**config.mk**
```make
export PLATFORM = sky130hd
export DESIGN_NAME = byte_xfer_sequencer
export DESIGN_NICKNAME = d
export VERILOG_FILES = /design/src/rtl/byte_xfer_sequencer.sv
export SDC_FILE = /design/constraint.sdc
export NUM_CORES = 1
export LEC_CHECK = 0
export CAP_MARGIN = 25
export CORE_MARGIN = 2
export CORE_UTILIZATION = 51
export CTS_BUF_LIST = sky130_fd_sc_hd__clkbuf_8
export DETAILED_ROUTE_END_ITERATION = 16
export PLACE_DENSITY_LB_ADDON = 0.15
export RECOVER_POWER = 50
export SYNTH_ARGS = -nofsm -noshare
export SYNTH_HDL_FRONTEND = slang
export SYNTH_SLANG_ARGS = --single-unit
```
**constraint.sdc**
```tcl
create_clock -name Clock -period 6.1 [get_ports Clock]
set_clock_uncertainty 0.15 [all_clocks]
set_input_delay 0.915 -clock Clock [delete_from_list [all_inputs] [get_ports Clock]]
set_output_delay 0.915 -clock Clock [all_outputs]
set_load 0.01 [all_outputs]
```
**src/rtl/byte_xfer_sequencer.sv**
```systemverilog
// byte_xfer_sequencer
// Moves an N-byte word between a register-width buffer and byte-wide memory,
// one byte per cycle. Supports read/write, optional 8-bit offset addressing,
// selectable endianness, memory wait-states and abort.
module byte_xfer_sequencer #(
    parameter int unsigned ADDR_W     = 16,
    parameter int unsigned DATA_BYTES = 4,
    parameter int unsigned CNT_W      = 3
) (
    input  logic                    Clock,
    input  logic                    Reset,
    input  logic                    start,
    input  logic                    rw,
    input  logic                    big_endian,
    input  logic                    use_offset,
    input  logic [ADDR_W-1:0]       base_addr,
    input  logic [7:0]              offset,
    input  logic [CNT_W-1:0]        nbytes,
    input  logic [8*DATA_BYTES-1:0] wdata,
    input  logic                    abort,
    input  logic [7:0]              mem_rdata,
    input  logic                    mem_ready,
    output logic [ADDR_W-1:0]       mem_addr,
    output logic [7:0]              mem_wdata,
    output logic                    mem_cs_n,
    output logic                    mem_wr,
    output logic [8*DATA_BYTES-1:0] rdata,
    output logic [ADDR_W-1:0]       end_addr,
    output logic                    busy,
    output logic                    done,
    output logic                    aborted
);

    localparam logic [2:0] S_IDLE  = 3'd0;
    localparam logic [2:0] S_EA    = 3'd1;
    localparam logic [2:0] S_XFER  = 3'd2;
    localparam logic [2:0] S_DONE  = 3'd3;
    localparam logic [2:0] S_ABORT = 3'd4;

    logic [2:0]              state;
    logic                    rw_q;
    logic                    be_q;
    logic [8*DATA_BYTES-1:0] wdata_q;
    logic [CNT_W-1:0]        n_q;
    logic [CNT_W-1:0]        k_q;
    logic [ADDR_W-1:0]       cur_addr;
    logic [8*DATA_BYTES-1:0] rdata_q;
    logic [ADDR_W-1:0]       end_addr_q;

    logic [CNT_W-1:0]        n_eff;
    logic [CNT_W-1:0]        lane;
    logic                    last_byte;
    logic [7:0]              lane_byte;

    // Effective byte count, lane selection and last-byte detection
    always_comb begin
        if (nbytes == '0 || nbytes > CNT_W'(DATA_BYTES))
            n_eff = CNT_W'(DATA_BYTES);
        else
            n_eff = nbytes;
        lane      = be_q ? (n_q - CNT_W'(1) - k_q) : k_q;
        last_byte = (k_q == n_q - CNT_W'(1));
    end

    // Select the write byte for the current lane from the latched word
    always_comb begin
        lane_byte = '0;
        for (int unsigned i = 0; i < DATA_BYTES; i++) begin
            if (lane == CNT_W'(i))
                lane_byte = wdata_q[8*i +: 8];
        end
    end

    // Sequencer state, address counter, byte counter and captured data
    always_ff @(posedge Clock or posedge Reset) begin
        if (Reset) begin
            state      <= S_IDLE;
            rw_q       <= 1'b0;
            be_q       <= 1'b0;
            wdata_q    <= '0;
            n_q        <= '0;
            k_q        <= '0;
            cur_addr   <= '0;
            rdata_q    <= '0;
            end_addr_q <= '0;
        end else begin
            case (state)
                S_IDLE: begin
                    if (start) begin
                        rw_q    <= rw;
                        be_q    <= big_endian;
                        wdata_q <= wdata;
                        n_q     <= n_eff;
                        k_q     <= '0;
                        if (!rw)
                            rdata_q <= '0;
                        state   <= S_EA;
                    end
                end
                S_EA: begin
                    if (abort) begin
                        state <= S_ABORT;
                    end else begin
                        cur_addr <= use_offset ? base_addr + ADDR_W'(offset) : base_addr;
                        state    <= S_XFER;
                    end
                end
                S_XFER: begin
                    // Abort wins over mem_ready so the pending byte is never committed
                    if (abort) begin
                        state <= S_ABORT;
                    end else if (mem_ready) begin
                        if (!rw_q) begin
                            for (int unsigned i = 0; i < DATA_BYTES; i++) begin
                                if (lane == CNT_W'(i))
                                    rdata_q[8*i +: 8] <= mem_rdata;
                            end
                        end
                        cur_addr <= cur_addr + ADDR_W'(1);
                        k_q      <= k_q + CNT_W'(1);
                        if (last_byte)
                            state <= S_DONE;
                    end
                end
                S_DONE: begin
                    end_addr_q <= cur_addr;
                    state      <= S_IDLE;
                end
                S_ABORT: begin
                    state <= S_IDLE;
                end
                default: begin
                    state <= S_IDLE;
                end
            endcase
        end
    end

    // Memory-side and handshake outputs decoded from state
    always_comb begin
        mem_cs_n  = (state != S_XFER);
        mem_wr    = (state == S_XFER) && rw_q;
        mem_addr  = (state == S_XFER) ? cur_addr : '0;
        mem_wdata = ((state == S_XFER) && rw_q) ? lane_byte : '0;
        busy      = (state == S_EA) || (state == S_XFER);
        done      = (state == S_DONE);
        aborted   = (state == S_ABORT);
        rdata     = rdata_q;
        end_addr  = end_addr_q;
    end

endmodule

```
### Yosys cells after proc, flatten, opt, wreduce, memory -nomap -nowiden

Index checks and enable logic that the tools add are counted.

| word-level totals | value |
|---|---|
| flip-flop bits (word level) | 107 |
| input bits | 75 |
| output and inout bits | 77 |
| word-level logic and storage cells | 88 |

| operators by class | value |
|---|---|
| add/subtract/negate cells | 5 |
| magnitude comparators | 1 |
| eq/ne operators | 21 |
| mux-type cells | 33 |
| reduce and logical (&&, ||, !) cells | 16 |

Operators with widths:

| operator | count |
|---|---|
| $mux 32 | 5 |
| $mux 16 | 5 |
| $mux 8 | 9 |
| $pmux 32 s2 | 1 |
| $pmux 16 s2 | 1 |
| $mux 3 | 10 |
| $reduce_and 7->1 | 4 |
| $ne 2x2->1 const B | 10 |
| $add 16x1->16 const B | 1 |
| $add 16x8->16 | 1 |
| $eq 3x2->1 const B | 4 |
| $logic_not 3->1 | 3 |
| $pmux 3 s3 | 1 |
| $reduce_and 4->1 | 2 |
| $eq 3x1->1 const B | 2 |
| $ne 3x3->1 const B | 2 |
| $pmux 3 s2 | 1 |
| $reduce_bool 2->1 | 2 |
| $add 3x1->3 const B | 1 |
| $eq 3x3->1 | 1 |
| $eq 3x3->1 const B | 1 |
| $gt 3x3->1 const B | 1 |
| $ne 3x2->1 const B | 1 |
| $reduce_and 3->1 | 1 |
| 5 further kinds | 6 |

### Longest topological paths before layout

| depth | value |
|---|---|
| depth in word-level cells | 9 |
| depth in mapped cells | 10 |
| depth with buffers taken out | 9 |

### Worst setup path before layout

OpenSTA, ideal clock, no wires.

| timing | value |
|---|---|
| path type | reg-to-output |
| start point | register n_q[0] |
| end point | output port mem_wdata[0] |
| arrival time | 2,339 ps |
| required time | 5,035 ps |
| setup slack | 2,696 ps |
| cell stages (with the launch flop) | 9 |
| buffers on the path | 0 |
| cells stage by stage | dfrtp_1 > inv_1 > ha_1 > inv_1 > fa_1 > mux2i_1 > or4_1 > mux2_4 > o211a_1 |

| between the ends | value |
|---|---|
| word-level cells in the longest chain between the ends | 9 |
| elaborated cells between the ends (all ways) | 12 |
| classes of those cells | add/sub (2); eq/ne (3); mux (6); reduce/logical (1) |

Ends and longest elaborated chain:

| item | line | RTL |
|---|---|---|
| from (decl) | 44 | `logic [CNT_W-1:0] n_q;` |
| from (signal assigned) | 93 | `n_q <= n_eff;` |
| $sub 3x1->3 * | 61 | `lane = be_q ? (n_q - CNT_W'(1) - k_q) : k_q;` |
| $sub 3x3->3 * | 61 |  |
| $mux 3 * | 61 |  |
| $logic_not 3->1 | 69 | `if (lane == CNT_W'(i))` |
| $mux 8 (3 in a row) | 69 |  |
| $mux 8 * | 69 |  |
| $mux 8 * | 144 | `mem_wdata = ((state == S_XFER) && rw_q) ? lane_byte : '0;` |
| to (decl) | 24 | `output logic [7:0] mem_wdata,` |

Mark *: on every way between the ends. The rest lies on a longest branch, timed or not.

### Final worst setup path

| timing | value |
|---|---|
| start point | register n_q[0] |
| end point | output port mem_wdata[6] |

The elaborated chain is that of the path after synthesis.

==> impl_results.md <==
- Final setup viols: 0
- Unique masters post-synth: 71
- Clock root buffer: clkbuf_8
- Number of vias per cell: between 5 and 6
- Synth top cells by count: dfrtp_1 (107), mux2_2 (50), a32o_1 (33)
- Critical path type: flop to output pin
- Status: complete, but fails checks
- Top cell type's share of synthesized area: 0.463
- Hold Crit Class: flop to flop
- Area of all placed cells without fillers: between 7000 and 8000 sq um
- # rows: 38
- Mux contribution to synthesized area: 0.123
- Layout net count: roughly 750
- Initial core utilization: 0.528
- Worst Hold Depth: 1
- Clk_lat worst skew: 0.39 ns
- Adder-cell area share of the yosys netlist: 0.0372
- GPL Wtd Cong: 0.880
- Via count: 4,812
- Htree depth: 3
- Endpoint class of the critical path: output pin
- EDFF count, synth: 0
- Top Metal Used: met4
- Initial antenna violation count: 0
- Largest family of logic cells by synthesized area: compound AO/OA/AOI/OAI gates
- N_diodes: 0
- Yosys warns: 0
- Synthesized instance count: between 500 and 600
- Area delta synth->final: 31.3%
- Post-CTS sizing: 0
- Largest net degree at the start of global routing: 65
- Num CTS Buffers: 9
- Synth Area in Simple Gates: 0.131
- Antenna viol nets, final: 0
- Clk buf depth: 2
- Worst-case vdd ir drop: 0.000280 V
- Post-synthesis sequential area ratio: 0.463
- Tmin final: 4.75 ns
- Leak pwr: approximately 3.3 nW
- Fraction of layout cells with a size suffix above 1: 0.135
- Post-synth ARST share: 1.00
- Io pins: 152
- Starting DRC count in detailed routing: 340
- Die Y: 110 um
- Worst R2R Path Depth: 6
- Max Transition Viols Final: 95
- Yosys top cell by area: dfrtp_1
- Average wire per standard cell: approximately 18 um
- Placed cell area: around 7400 sq um
- Final HPWL DP: between 10 and 15 mm
- Clock-pin slew on the worst setup and hold paths: 0.12 ns
- Final TNS setup: 0 ns
- Share of the synthesized area in compound gates (AO/OA/AOI/OAI): 0.189
- First-pass GRT wire length: between 20 and 25 mm
- Power density over the cells: 432 nW/um^2
- WL met3: 746 um
- Synthesized flop and latch total: approximately 110
- DR pass1 iterations: 4
- Max transition margin: -0.450
- Die Span X: 110 um
- # port buffers: 151
- Top_reg_cell synth: dfrtp_1
- WP data arrival: 3.69 ns
- Mapped cell area: 5780 sq um
- Hold Vio Cnt, Final: 0
- M1 WL: 6.33 mm
- Syn avg cell area: ~11 sq um
- Hold_buf cts: 0
- Total GRT Usage: 0.248
- TritonCTS clock tree: done
- Worst-Margin Slew: 2.17 ns
- Max Fanout on Critical Path: 11
- Core Area: 10,900 sq um
- CTS Sinks: 107
- Setup bufs post-CTS: 0
- Violated checks: capacitance limit, slew limit
- Vias in the first global route: 4,990
- Most common cell in the netlist: dfrtp_1
- Detailed-route DRC error count: 0
- Max Cap Viol: 2
- WP data required: 5.03 ns
- F_max: between 200 and 250 MHz
- Synth area leaders: dfrtp_1 (46%), mux2_2 (9.7%), a32o_1 (5.7%)
- Xor/xnor cell area share of the yosys netlist: 0.0240
- Final Cycle Share: 0.779
- Element type at the critical path start: flop
- Global route overflow: 0
- Met2 WL: ~7.5 mm
- Syn Nets: ~600
- Routed WL: roughly 15 mm
- Die Area: 12,200 sq um
- Unrepaired setup endpoints after global routing: no
==> power by group <==
group	switching (mW)	total, mW	internal (mW)
logic	0.799	1.60	0.801
clock network	0.291	0.460	0.169
registers	0.238	1.22	0.977
total	1.33	3.28	1.95
==> layout by cell type, fill, tap and decap left out, types with 3 or more instances in the layout <==
master,instances
nand2b_1,4
nor3_1,7
mux2i_1,12
and4_1,4
a211oi_1,6
o21ai_0,11
and3_1,7
a32o_1,33
a31oi_1,5
buf_4,4
clkdlybuf4s50_1,107
xnor2_1,4
nor2_1,27
o211ai_1,4
nand4_1,6
nand3_1,12
clkbuf_8,9
nor2b_1,4
a21oi_1,25
a41oi_1,3
a22oi_1,4
dlygate4sd3_1,44
xor2_1,10
mux2_2,50
a21o_1,3
a31o_2,3
o21ai_1,12
nand2_1,18
inv_1,13
dfrtp_1,107
nand3b_1,4
o22ai_1,5
o211a_1,8
and2_1,22
ha_1,14
==> state kept, by name (all words and copies together) (netlist names) <==
| signal | count |
|---|---|
| be_q | 1 |
| cur_addr | 16 |
| end_addr | 16 |
| k_q | 3 |
| n_q | 3 |
| rdata | 32 |
| rw_q | 1 |
| state | 3 |
| wdata_q | 32 |
==> cell type report <==
| cell class | instances | area [sq um] |
|---|---|---|
| Fill cell | 868 | 3350 |
| Multi-Input combinational cell | 370 | 2910 |
| Sequential cell | 107 | 2680 |
| Timing Repair Buffer | 157 | 1560 |
| Tap cell | 140 | 175 |
| Clock buffer | 9 | 124 |
| Clock inverter | 7 | 88.8 |
| Inverter | 15 | 57.6 |
==> worst paths after layout <==
check / from / to / slack [ns]
worst max-delay path: n_q[0] / mem_wdata[6] / 1.35
worst min-delay path: rdata[19] / rdata[19] / 0.35
worst max register to register: state[2] / rdata[17] / 2.09
worst min register to register: rdata[19] / rdata[19] / 0.35
max in group asynchronous: Reset / wdata_q[1] / 2.86
min in group asynchronous: Reset / end_addr[11] / 1.39
==> stage by stage <==
| stage | utilization | power [mW] | hold WS [ns] | setup slack (ns) | cells |
|---|---|---|---|---|---|
| finish | 0.694 | 3.28 | 0.350 | 1.35 | 805 |
| global route | 0.694 | 3.51 | 0.361 | 1.18 | 805 |
| CTS | 0.694 | 3.31 | 0.356 | 1.33 | 804 |
| detailed placement | 0.675 | 2.84 | 0.330 | 1.79 | 788 |
| global placement | 0.675 | 2.77 | 0.326 | 1.88 | 788 |
| floorplan | - | 2.26 | 0.330 | 2.22 | 523 |
==> routing by layer <==
metal,track usage,vias up
met2,0.421,157
met3,0.0428,23
met5,0,-
met1,0.324,2380
li1,-,2252
met4,0.0792,0
==> kinds of logic after synthesis <==
group                      count (synthesis)
adders and majority gates                 16
xor gates and xnor gates                  15
and+or+nand+nor                          132
AOI/OAI and AO/OA                        143
buffers and inverters                     46
DFF                                      107
muxes                                     64
==> worst max-delay path, stage by stage (launching register included) <==
cell and delay [ns]:
dfrtp_1 0.38, inv_1 0.06, ha_1 0.27, inv_1 0.07, fa_1 0.53, mux2i_1 0.30
or4_1 0.60, mux2_4 0.36, o211a_1 0.25, clkdlybuf4s50_1 0.48
(Power assumes the default switching activity.)
